$ cat config.mk
export PLATFORM = sky130hd
export DESIGN_NAME = cla_sub_64_pipe
export DESIGN_NICKNAME = d
export VERILOG_FILES = /design/src/rtl/cla_pkg.sv /design/src/rtl/cla_slice_16.sv /design/src/rtl/cla_sub_64_pipe.sv
export SDC_FILE = /design/constraint.sdc
export NUM_CORES = 1
export LEC_CHECK = 0
export BUFFER_PORTS_ARGS = -buffer_cell sky130_fd_sc_hd__clkbuf_2
export CAP_MARGIN = 30
export CELL_PAD_IN_SITES_DETAIL_PLACEMENT = 0
export CELL_PAD_IN_SITES_GLOBAL_PLACEMENT = 1
export CORE_ASPECT_RATIO = 0.75
export CORE_MARGIN = 2
export CORE_UTILIZATION = 35
export CTS_CLUSTER_SIZE = 25
export DETAILED_ROUTE_END_ITERATION = 7
export PLACE_DENSITY = 0.67
export SLEW_MARGIN = 10
export SYNTH_ARGS = -nofsm -noshare
export SYNTH_HDL_FRONTEND = slang
export SYNTH_SLANG_ARGS = --single-unit
$ cat constraint.sdc
create_clock -name clock -period 10.8 [get_ports clock]
set_input_delay 1.08 -clock clock [delete_from_list [all_inputs] [get_ports clock]]
set_output_delay 1.08 -clock clock [all_outputs]
set_load 0.1 [all_outputs]
$ cat src/rtl/cla_pkg.sv
// cla_pkg: shared widths and the stage-1 payload record for the pipelined CLA subtractor.
package cla_pkg;
    localparam int WIDTH_DEF = 64;
    localparam int SLICE_DEF = 16;
    localparam int HALF = WIDTH_DEF / 2;
    typedef struct packed {
        logic [HALF-1:0] lo_sum;
        logic            c_mid;
        logic [HALF-1:0] a_hi;
        logic [HALF-1:0] nb_hi;
    } s1_t;
endpackage

$ cat src/rtl/cla_slice_16.sv
// cla_slice_16: combinational 16-bit carry-lookahead slice with group propagate/generate and carry-out.
module cla_slice_16
    import cla_pkg::*;
(
    input  logic [SLICE_DEF-1:0] a,
    input  logic [SLICE_DEF-1:0] b,
    input  logic                 cin,
    output logic [SLICE_DEF-1:0] s,
    output logic                 p,
    output logic                 g,
    output logic                 cout
);
    logic [SLICE_DEF-1:0] pi, gi;
    logic [SLICE_DEF:0]   c;
    always_comb begin
        pi = a ^ b;
        gi = a & b;
        c[0] = cin;
        g = 1'b0;
        for (int i = 0; i < SLICE_DEF; i++) begin
            c[i+1] = gi[i] | (pi[i] & c[i]);
            g = gi[i] | (pi[i] & g);
        end
        p = &pi;
        s = pi ^ c[SLICE_DEF-1:0];
        cout = c[SLICE_DEF];
    end
endmodule

$ cat src/rtl/cla_sub_64_pipe.sv
// cla_sub_64_pipe: two-stage valid/ready pipelined subtractor (op1 + ~op2 + 1), low half then high half.
// Optional signed-overflow output ovf when SUB_OVF_FLAG_EN is defined.
module cla_sub_64_pipe
    import cla_pkg::*;
#(
    parameter int WIDTH = WIDTH_DEF,
    parameter int SLICE = SLICE_DEF
) (
    input  logic             clock,
    input  logic             reset,
    input  logic             in_valid,
    output logic             in_ready,
    input  logic [WIDTH-1:0] op1,
    input  logic [WIDTH-1:0] op2,
    output logic             out_valid,
    input  logic             out_ready,
    output logic [WIDTH-1:0] diff,
    output logic             brout
`ifdef SUB_OVF_FLAG_EN
    ,
    output logic             ovf
`endif
);
    localparam int H = WIDTH / 2;
    localparam int N = H / SLICE;
    s1_t                 s1;
    logic                s1_valid, s2_adv;
    logic [1:0][H-1:0]   ha, hb, hs;
    logic [1:0]          hcin;
    logic [1:0][N:0]     c;
    logic [2*N-1:0]      sp, sg, cout_unused;
    // half 0 is the stage-1 low half, half 1 the stage-2 high half
    assign ha[0]   = op1[H-1:0];
    assign hb[0]   = ~op2[H-1:0];
    assign hcin[0] = 1'b1;
    assign ha[1]   = s1.a_hi;
    assign hb[1]   = s1.nb_hi;
    assign hcin[1] = s1.c_mid;
    for (genvar i = 0; i < 2*N; i++) begin : g_slice
        cla_slice_16 u_slice (
            .a    (ha[i/N][(i%N)*SLICE +: SLICE]),
            .b    (hb[i/N][(i%N)*SLICE +: SLICE]),
            .cin  (c[i/N][i%N]),
            .s    (hs[i/N][(i%N)*SLICE +: SLICE]),
            .p    (sp[i]),
            .g    (sg[i]),
            .cout (cout_unused[i])
        );
    end
    always_comb begin
        c = '0;
        for (int h = 0; h < 2; h++) begin
            c[h][0] = hcin[h];
            for (int k = 0; k < N; k++)
                c[h][k+1] = sg[h*N+k] | (sp[h*N+k] & c[h][k]);
        end
    end
    assign s2_adv   = s1_valid & (~out_valid | out_ready);
    assign in_ready = ~s1_valid | s2_adv;
    always_ff @(posedge clock or negedge reset) begin
        if (!reset) begin
            s1_valid  <= 1'b0;
            s1        <= '0;
            out_valid <= 1'b0;
            diff      <= '0;
            brout     <= 1'b0;
        end else begin
            if (in_ready) s1_valid <= in_valid;
            if (in_valid & in_ready)
                s1 <= '{lo_sum: hs[0], c_mid: c[0][N], a_hi: op1[WIDTH-1:H], nb_hi: ~op2[WIDTH-1:H]};
            out_valid <= s2_adv | (out_valid & ~out_ready);
            if (s2_adv) begin
                diff  <= {hs[1], s1.lo_sum};
                brout <= ~c[1][N];
            end
        end
    end
`ifdef SUB_OVF_FLAG_EN
    // nb_hi holds ~op2, so equal stored MSBs mean the operand signs differ
    always_ff @(posedge clock or negedge reset) begin
        if (!reset) ovf <= 1'b0;
        else if (s2_adv) ovf <= (s1.a_hi[H-1] == s1.nb_hi[H-1]) & (hs[1][H-1] != s1.a_hi[H-1]);
    end
`endif
endmodule

==> key figures, run 1 <==
Synth
  • YS warnings: 0
  • Post-synthesis xor/xnor area fraction: 0.00397
  • Yosys top cell area share: 0.465
  • Post-synthesis adder-cell area fraction: 0.226
  • Largest family of logic cells by synthesized area: adder cells
  • Post-synth EDFFs: 0
  • Synth area leader: dfrtp_1
  • Compound-cell area share of the yosys netlist: 0.0814
  • FFs w/ async S/R, synth: 1.00
  • Post-Synth Simple-Gate Area: 0.100
  • #FFs+latches synth: 164
  • Synth unique cells: 39
  • Post-synth top cells: nand2_1 (169), dfrtp_1 (164), o21ai_0 (81)
  • Register area share after synthesis: 0.465
  • Mux share of post-synthesis cell area: 0.0779
  • Area contributors post-synth: dfrtp_1 (47%), fa_1 (13%), ha_1 (9.2%)
  • Avg Synthesized Cell Area: approximately 11 um^2
  • Synth Cell Area: ~0.0088 mm^2
  • Syn nets: roughly 1000
  • Top-count cell post-synth: nand2_1
  • Most used DFF post-synth: dfrtp_1
  • Mapped Cells: 790

Worst setup path
  • Critical Path RT: about 11000 ps
  • Kind of critical path: in -> reg
  • Worst reg2reg path depth: 21
  • Worst-path cell with the longest stage delay: or4_1
  • Setup crit end kind: flip-flop
  • Worst Setup Start Kind: primary input
  • Delay-heaviest family, CP: adder cells
  • RR Endpoint: diff[62]
  • Number of cells on the critical path: 24
  • CP max stage delay: around 520 ps
  • Critical Path Sink: s1[96]
  • Crit-path cells: clkbuf_2, inv_1, ha_1, nand4_1, or4_1, o21ai_0, a311oi_2, fa_1, fa_1, fa_1, fa_1, fa_1, fa_1, fa_1, fa_1, fa_1, fa_1, fa_1, fa_1, fa_1, fa_1, fa_1, xor2_1, o21ai_0
  • Crit-path max FO: 3
  • Crit path buf inv count: 2
  • Critical path launch point: op2[4]
  • R2R Setup Slk: between 2000 and 3000 ps
  • Most common cell on crit path: fa_1
  • WP data arrival: roughly 9000 ps
  • Reg2reg start: hb[38]

Placement
  • Final GP Congestion: approximately 0.79
  • Detail Placement HPWL: 15.3 mm
  • Dpl ws: between 1500 and 2000 ps
  • IO Port Bufs: around 200
  • Dpl cells: ~1300

Power
  • Total power: 2780 uW
  • Clock Power Share: 0.224
  • P_leak: between 0.005 and 0.006 uW
  • PwrDens: between 200 and 300 mW/mm^2
  • Sequential power share: 0.315
  • Switching share of power: 0.493
  • Peak VDD IR: 0.000148 V
  • Pint: around 1400 uW
  • Comb power frac: 0.461
  • Sw Pwr: around 1400 uW

Detailed routing
  • DRC Markers: 0
  • TritonRoute pass-1 iters: 4
  • Initial detailed-routing violation count: between 200 and 250
  • Vias post-DR: around 6100
  • Drt wl/cell: around 15 um
  • Final WL: 20.3 mm
  • ANT nets after route: 0
  • Vias/cell: around 4.5

CTS
  • Post-CTS Setup Bufs: 0
  • CTS tree: built
  • CTS H-Tree Depth: 4
  • Resize count post-CTS: 0
  • Worst skew pair latency: ~430 ps
  • Sinks on Clock Net: 164
  • Root buffer cell: clkbuf_16
  • CTS Hold Buffers Added: 0
  • Clock buffer count from CTS: 17
  • Clk buf depth: 2
  • CTS clock-pin slew for the worst setup and hold paths: about 60 ps

Die
  • Die area: 0.0265 mm^2
  • Die width: 187 um
  • Core area: around 0.025 mm^2
  • I/O pin cnt: between 150 and 200
  • Initial Utilization: 0.355
  • Die Span Y: 141 um
  • Cell Rows: 50

Hold path
  • Tightest Hold Check Type: reg -> reg

STA
  • Final hold vios: 0
  • Max Freq: between 0.1 and 0.15 GHz
  • RSZ-0062 raised after global routing: no
  • Setup-failing EPs final: 0
  • Fin crit period: ~8400 ps
  • Fin worst setup slack: around 2400 ps
  • WHS: ~480 ps
  • Slew @ Worst Pin: about 860 ps
  • Post-route clock period utilization: 0.782
  • Final Slew Violations: 0
  • Slew HR: 0.430
  • Total negative setup slack: 0 ps
  • Clk_skew: slightly above 10 ps

Layout
  • Area grow syn2layout: 22.4%
  • Final std cells w/o fill: 1336
  • Nets: around 1200
  • Layout cell share with drive strength beyond 1: 0.300

Flow run
  • Max Cap Violations: 0

Global routing
  • First-pass GRT wire length: about 34 mm
  • Total GRT Usage: 0.163
  • Largest net degree at the start of global routing: 93
  • Initial antenna violation count: 1
  • Total grt overflow: 0
  • Vias in the first global route: between 6000 and 7000

Run status
  • Status: completed
==> layer usage <==
metal,up-vias,share of wire,global-route usage
met4,0,0.0067,0.0355
li1,3028,-,-
met1,2900,0.51,0.242
met3,11,0.064,0.0510
met2,136,0.42,0.232
met5,-,0,0
==> state kept, by name, indices dropped and copies added (netlist names) <==
name and count:
brout 1, c 1, diff 64, ha 32, hb 32, out_valid 1, s1 32, s1_valid 1
==> power groups by stage <==
stage / clock network (uW) / logic (uW) / registers (uW)
after floorplan: 0 / 295 / 1610
after global placement: 0 / 1280 / 885
after detailed placement: 0 / 1290 / 890
after CTS: 643 / 1290 / 879
after global routing: 670 / 1360 / 901
final: 623 / 1280 / 876
==> worst min path at each step <==
stage           start  endpoint  depth (start not counted)
2_1_floorplan  s1[65]    s1[65]                          2
3_3_place_gp   s1[76]    s1[76]                          2
3_5_place_dp   s1[67]    s1[67]                          2
4_1_cts        s1[67]    s1[67]                          2
5_1_grt        s1[87]    s1[87]                          2
6_report       s1[67]    s1[67]                          2
==> layout make-up <==
cell class / instances / area [um^2]
antenna: 1 / 2.50
clock buffer: 22 / 474
clock inverter: 10 / 124
fill: 2443 / 14000
inverter: 72 / 270
multi-input combinational: 526 / 4330
sequential: 164 / 4100
tap: 338 / 423
timing repair buffer: 203 / 1070
==> logic make-up after synthesis <==
group / count (synthesis)
multiplexers: 61
flip-flops: 164
AO/OA/AOI/OAI: 124
XOR/XNOR: 4
adder cells (fa/ha/maj): 124
buffers and inverters: 100
AND/OR/NAND/NOR: 213
==> placed cells by master, fill, tap and decap left out, drive strengths merged, types with 2 or more instances in the layout <==
cell type and n:
clkbuf 219, nand2 169, dfrtp 164, o21ai 81, inv 73, ha 65, mux2 61, fa 59
a21oi 14, nand3 11, nand4 8, nor2 7, a21o 6, buf 6, a211oi 5, nand2b 5
clkinv 5, a2111oi 3, o221ai 3, o21a 3, and2 2, or4 2, or3 2, and3 2
xnor2 2, nor3 2, xor2 2, clkinvlp 2, bufinv 2, a311oi 2
==> worst reg2reg max path, stage by stage, from the launching register on <==
cell,delay (ps)
dfrtp_1,420
ha_1,330
a211oi_1,210
o221ai_1,170
a221oi_1,340
o211ai_1,230
fa_1,460
fa_1,410
fa_1,390
fa_1,400
fa_1,400
fa_1,390
fa_1,390
fa_1,400
fa_1,390
fa_1,390
fa_1,400
fa_1,400
fa_1,400
fa_1,410
fa_1,450
mux2_2,260
==> through the flow <==
step            util  area [um^2]
2_1_floorplan      -         8820
3_3_place_gp   0.409        10100
3_5_place_dp   0.409        10200
4_1_cts        0.434        10800
5_1_grt        0.435        10800
6_report       0.435        10800
Note: power is estimated with default switching activity, not from simulation.
==> inputs of run 2 (changes only) <==
- PLACE_DENSITY: 0.67 -> 0.7
- clock period: 10.8 -> 6.9 ns (I/O delays scaled with it)
==> run 2 against run 1 <==
The flow now finishes with violations (negative setup slack). Global-route usage rose by 0.87 points. Die area did not move. Utilization rose by 4.1 points. Sequential share of layout area fell by 3.3 points. First-iteration DRC count fell by 1.3%. Via count rose by 6.7%. Clock skew rose by 3.2 ps. Combinational power rose by 67%. Register-to-register slack got worse by 3000 ps. Worst hold slack got worse by 170 ps. Final area rose by 9.4%. Wire length rose by 5.8%.
==> key figures, run 2 (synthesis results as in run 1) <==
Die
  • Die width: ~190 um
  • Core area: 0.0248 mm^2
  • Cell Rows: 50
  • Die area: roughly 0.027 mm^2
  • I/O pin cnt: just under 200
  • Die Span Y: 141 um
  • Initial Utilization: 0.355

Layout
  • Most common cell after layout, fill and taps aside: clkbuf_2
  • Most frequent cells in the layout: clkbuf_2 (190), nand2_1 (167), dfrtp_1 (164)
  • Area grow syn2layout: 33.9%
  • Max FFs per register: between 60 and 70
  • Final std cells w/o fill: approximately 1400
  • Nets: about 1300
  • Layout cell share with drive strength beyond 1: 0.410
  • Reg with most FFs: diff
  • Post-layout util: 0.475

CTS
  • CTS clock-pin slew for the worst setup and hold paths: about 70 ps
  • CTS tree: built
  • Root buffer cell: clkbuf_16
  • Clock buffer count from CTS: 17
  • Worst skew pair latency: between 400 and 500 ps
  • CTS Hold Buffers Added: 0
  • Clk buf depth: 2
  • Sinks on Clock Net: ~160
  • CTS H-Tree Depth: 4

Placement
  • Dpl cells: ~1400
  • IO Port Bufs: a little under 200
  • Final GP Congestion: 0.798
  • Dpl ws: -890 ps
  • Detail Placement HPWL: 16.1 mm

Worst setup path
  • Reg2reg start: ha[38]
  • CP max stage delay: ~420 ps
  • Most common cell on crit path: fa_2
  • Crit-path max FO: 2
  • WP data arrival: about 7600 ps
  • Crit-path cells: ha_4, a211oi_2, o221ai_2, a221oi_2, o211ai_1, fa_2, fa_2, fa_2, fa_2, fa_2, fa_2, fa_2, fa_2, fa_2, fa_2, fa_2, fa_2, fa_2, fa_2, fa_2, mux2_2
  • Worst reg2reg path depth: 21
  • Critical path launch point: ha[38]
  • Critical Path RT: around 7200 ps
  • Worst-path cell with the longest stage delay: dfrtp_1
  • R2R Setup Slk: -340 ps
  • Kind of critical path: reg -> reg
  • Setup crit end kind: flip-flop
  • Worst Setup Start Kind: flip-flop
  • RR Endpoint: diff[62]

STA
  • Clk_skew: 13.4 ps
  • Final hold vios: 0
  • Slew @ Worst Pin: 867 ps
  • Fin crit period: between 7000 and 8000 ps
  • Fin worst setup slack: -335 ps
  • Final Slew Violations: 0
  • RSZ-0062 raised after global routing: yes
  • Max Freq: 0.138 GHz
  • Setup-failing EPs final: 4
  • Post-route clock period utilization: 1.05
  • Slew HR: 0.422

Detailed routing
  • Final WL: 21.5 mm
  • DRC Markers: 0
  • ANT nets after route: 0
  • Drt wl/cell: between 15 and 20 um
  • TritonRoute pass-1 iters: 4
  • Initial detailed-routing violation count: 225
  • Vias post-DR: ~6500
  • Vias/cell: 4.60

Power
  • Total power: between 4000 and 5000 uW
  • PwrDens: between 300 and 400 mW/mm^2
  • Peak VDD IR: roughly 0.00033 V
  • P_leak: ~0.0059 uW

Global routing
  • Total grt overflow: 0
  • Initial antenna violation count: 2
  • Global Route met3 Usage: 0.0569
  • Vias in the first global route: about 6800
  • Met2 Use GR: 0.246
  • Total GRT Usage: 0.172
  • GR Util met1: 0.250
  • First-pass GRT wire length: between 30 and 40 mm
  • Most crowded layer after global routing: met1
  • Largest net degree at the start of global routing: around 100

Hold path
  • Tightest Hold Check Type: in -> async

Flow run
  • Max Cap Violations: 0

Run status
  • Failing checks: negative setup slack
  • Status: finished with violations
[run 2: changes by cell type in the layout (fill, tap and decap cells not counted), sizes merged]
cell | before | now
buf | 6 | 82
bufinv | 2 | 4
clkbuf | 219 | 215
clkinv | 5 | 3
[run 2: worst max-delay path by stage]
stage,cells after the start,to
after detailed placement,24,s1[96]
final,21,diff[62]
after CTS,21,diff[62]
after global routing,21,diff[62]
after floorplan,23,s1[96]
after global placement,24,s1[96]
[run 2: area by class of cell]
class	count	area [um^2]
Fill cell	2339	13000
Tap cell	338	423
Multi-Input combinational cell	526	4650
Clock buffer	22	474
Antenna cell	1	2.50
Clock inverter	10	170
Sequential cell	164	4100
Inverter	72	293
Timing Repair Buffer	275	1690
[run 2: where the power goes]
part	internal, uW	switching (uW)	leakage (uW)
registers	1210	153	0.00199
logic	518	1620	0.00359
clock network	639	409	0.000307
total	2370	2180	0.00588
[run 2: through the flow]
step | area [um^2] | setup TNS (ps) | hold slack, ps
after global routing | 11800 | -2140 | 387
after floorplan | 9010 | -705 | 394
after CTS | 11700 | -1390 | 369
after global placement | 10800 | -3280 | 460
final | 11800 | -1150 | 310
after detailed placement | 10900 | -3570 | 467
[run 2: routing by layer]
layer / part of all wire / wire length, um
met5: 0 / 0
met3: 0.074 / 1600
met1: 0.49 / 10600
met2: 0.42 / 9140
met4: 0.0085 / 182
[run 2: worst max-delay path, delay by kind of cell (launching register included)]
kind	cells	cell delay [ps]
AOI/OAI and AO/OA	4	810
adders and majority gates	16	5620
muxes	1	260
DFF	1	420
[run 2: timing repair]
item	CTS	global route
endpoints found under the setup margin	6	8
resized for setup	26	19
pin swaps	9	7
setup buffers	4	0
cloned	0	0
endpoints found under the hold margin	0	0
==> inputs of run 3 (changes only) <==
- PLACE_DENSITY: 0.7 -> 0.67
- clock period: 6.9 -> 7.1 ns (I/O delays scaled with it)
==> run 3 against run 2 <==
The flow still finishes with violations (negative setup slack). Die area did not move. Sequential power fell by 3%. Final area fell by 1.2%. First-iteration DRC count rose by 10%. Critical path depth rose by 2. Cell count fell by 0.64%. Non-clock buffer count fell by 8. Sequential share of layout area rose by 0.41 points.
==> key figures, run 3 (synthesis results as in run 1) <==
Run status
  • Status: finished with violations
  • Failing checks: negative setup slack

CTS
  • Worst skew pair latency: about 430 ps
  • CTS tree: built
  • Clk buf depth: 2
  • Root buffer cell: clkbuf_16
  • CTS Hold Buffers Added: 0
  • CTS H-Tree Depth: 4
  • CTS clock-pin slew for the worst setup and hold paths: 70 ps
  • Clock buffer count from CTS: 17
  • Sinks on Clock Net: 164

Worst setup path
  • WP data arrival: roughly 7600 ps
  • Worst-path cell with the longest stage delay: or4_4
  • Most common cell on crit path: fa_2
  • Delay-heaviest family, CP: adder cells
  • Setup crit end kind: flip-flop
  • Critical Path RT: approximately 7400 ps
  • Crit-path max FO: 2
  • Crit-path cells: clkbuf_16, inv_12, ha_4, nand4_1, or4_4, o21ai_4, a311oi_4, fa_2, fa_2, fa_2, fa_2, fa_2, fa_2, fa_2, fa_2, fa_2, fa_2, fa_2, fa_2, fa_2, fa_2, fa_2, o21ai_2
  • CP max stage delay: approximately 570 ps
  • Worst Setup Start Kind: primary input
  • Crit path buf inv count: 2
  • Kind of critical path: in -> reg

Detailed routing
  • Initial detailed-routing violation count: around 250
  • DRC Markers: 0
  • Final WL: 20.7 mm
  • Vias/cell: approximately 4.5
  • Drt wl/cell: around 15 um
  • ANT nets after route: 0
  • Vias post-DR: roughly 6300
  • TritonRoute pass-1 iters: 4

Layout
  • Most frequent cells in the layout: clkbuf_2 (192), nand2_1 (167), dfrtp_1 (164)
  • Layout cell share with drive strength beyond 1: 0.394
  • Fill cells: ~2400
  • Nets: 1304
  • Post-layout util: 0.470
  • Reg with most FFs: diff
  • Final std cells w/o fill: 1399
  • Most common cell after layout, fill and taps aside: clkbuf_2
  • Antenna cells: 0
  • Area grow syn2layout: 32.3%
  • Max FFs per register: 64

STA
  • Slew @ Worst Pin: slightly below 800 ps
  • RSZ-0062 raised after global routing: yes
  • Setup-failing EPs final: 4
  • Fin worst setup slack: -174 ps
  • Fin crit period: between 7000 and 8000 ps
  • Final hold vios: 0
  • Clk_skew: 10.5 ps
  • Max Freq: 0.137 GHz
  • Slew HR: 0.486
  • Post-route clock period utilization: 1.02
  • WHS: 77.6 ps
  • Final Slew Violations: 0

Flow run
  • Max Cap Violations: 0

Power
  • Total power: 4380 uW
  • Peak VDD IR: around 0.00025 V
  • P_leak: a little under 0.006 uW
  • PwrDens: ~380 mW/mm^2

Placement
  • Detail Placement HPWL: roughly 16 mm
  • Dpl cells: 1361
  • Dpl ws: -667 ps
  • IO Port Bufs: just under 200
  • Final GP Congestion: between 0.7 and 0.8

Die
  • Die Span Y: 141 um
  • Die width: between 150 and 200 um
  • Cell Rows: 50
  • I/O pin cnt: ~200
  • Die area: 0.0265 mm^2
  • Initial Utilization: 0.355
  • Core area: 0.0248 mm^2

Global routing
  • First-pass GRT wire length: ~34 mm
  • Total grt overflow: 0
  • Total GRT Usage: 0.166
  • Initial antenna violation count: 0
  • Vias in the first global route: around 6500
  • Largest net degree at the start of global routing: 97

Hold path
  • Tightest Hold Check Type: in -> async
run 3: cell count changes in the layout (fill, tap and decap cells not counted), sizes merged:
| cell | delta |
|---|---|
| clkbuf | +2 |
| clkinv | +2 |
| clkinvlp | +1 |
| buf | -12 |
| diode | -1 |
| inv | -1 |
run 3: final timing paths:
kind,from,end,slack (ps),depth (start not counted)
max,op2[4],s1[95],-170,23
min,reset,hb[40],80,1
max reg2reg,ha[38],diff[62],-110,21
min reg2reg,s1[82],s1[82],480,2
max in group asynchronous,reset,diff[38],5740,4
min in group clock,op2[37],hb[37],460,2
run 3: final cells by class:
| cell class | count | area (um^2) | share of cell area |
|---|---|---|---|
| Sequential cell | 164 | 4100 | 0.352 |
| Multi-Input combinational cell | 526 | 4580 | 0.392 |
| Clock inverter | 12 | 179 | 0.0153 |
| Tap cell | 338 | 423 | 0.0362 |
| Inverter | 72 | 293 | 0.0251 |
| Timing Repair Buffer | 267 | 1640 | 0.141 |
| Clock buffer | 20 | 457 | 0.0391 |
run 3: per-stage QoR:
step | cell area [um^2] | setup TNS [ps]
after floorplan | 9000 | -275
after global placement | 10800 | -2380
after detailed placement | 10800 | -2330
after CTS | 11500 | -604
after global routing | 11700 | -1080
final | 11700 | -421
run 3: report_power, final:
| group | internal (uW) | switching, uW |
|---|---|---|
| Sequential | 1180 | 149 |
| Clock | 608 | 394 |
| Combinational | 489 | 1560 |
| Total | 2280 | 2100 |
run 3: routing by layer:
layer | part of all wire | wire, um | track usage
met5 | 0 | 0 | 0
met4 | 0.0088 | 182 | 0.0388
met3 | 0.070 | 1450 | 0.0524
met2 | 0.42 | 8620 | 0.236
met1 | 0.51 | 10500 | 0.244
run 3: repair_timing:
item,CTS,global route
gates resized for setup,20,9
setup endpoints to repair,5,6
buffers inserted,1,3
gates cloned,0,0
pin swaps,6,5
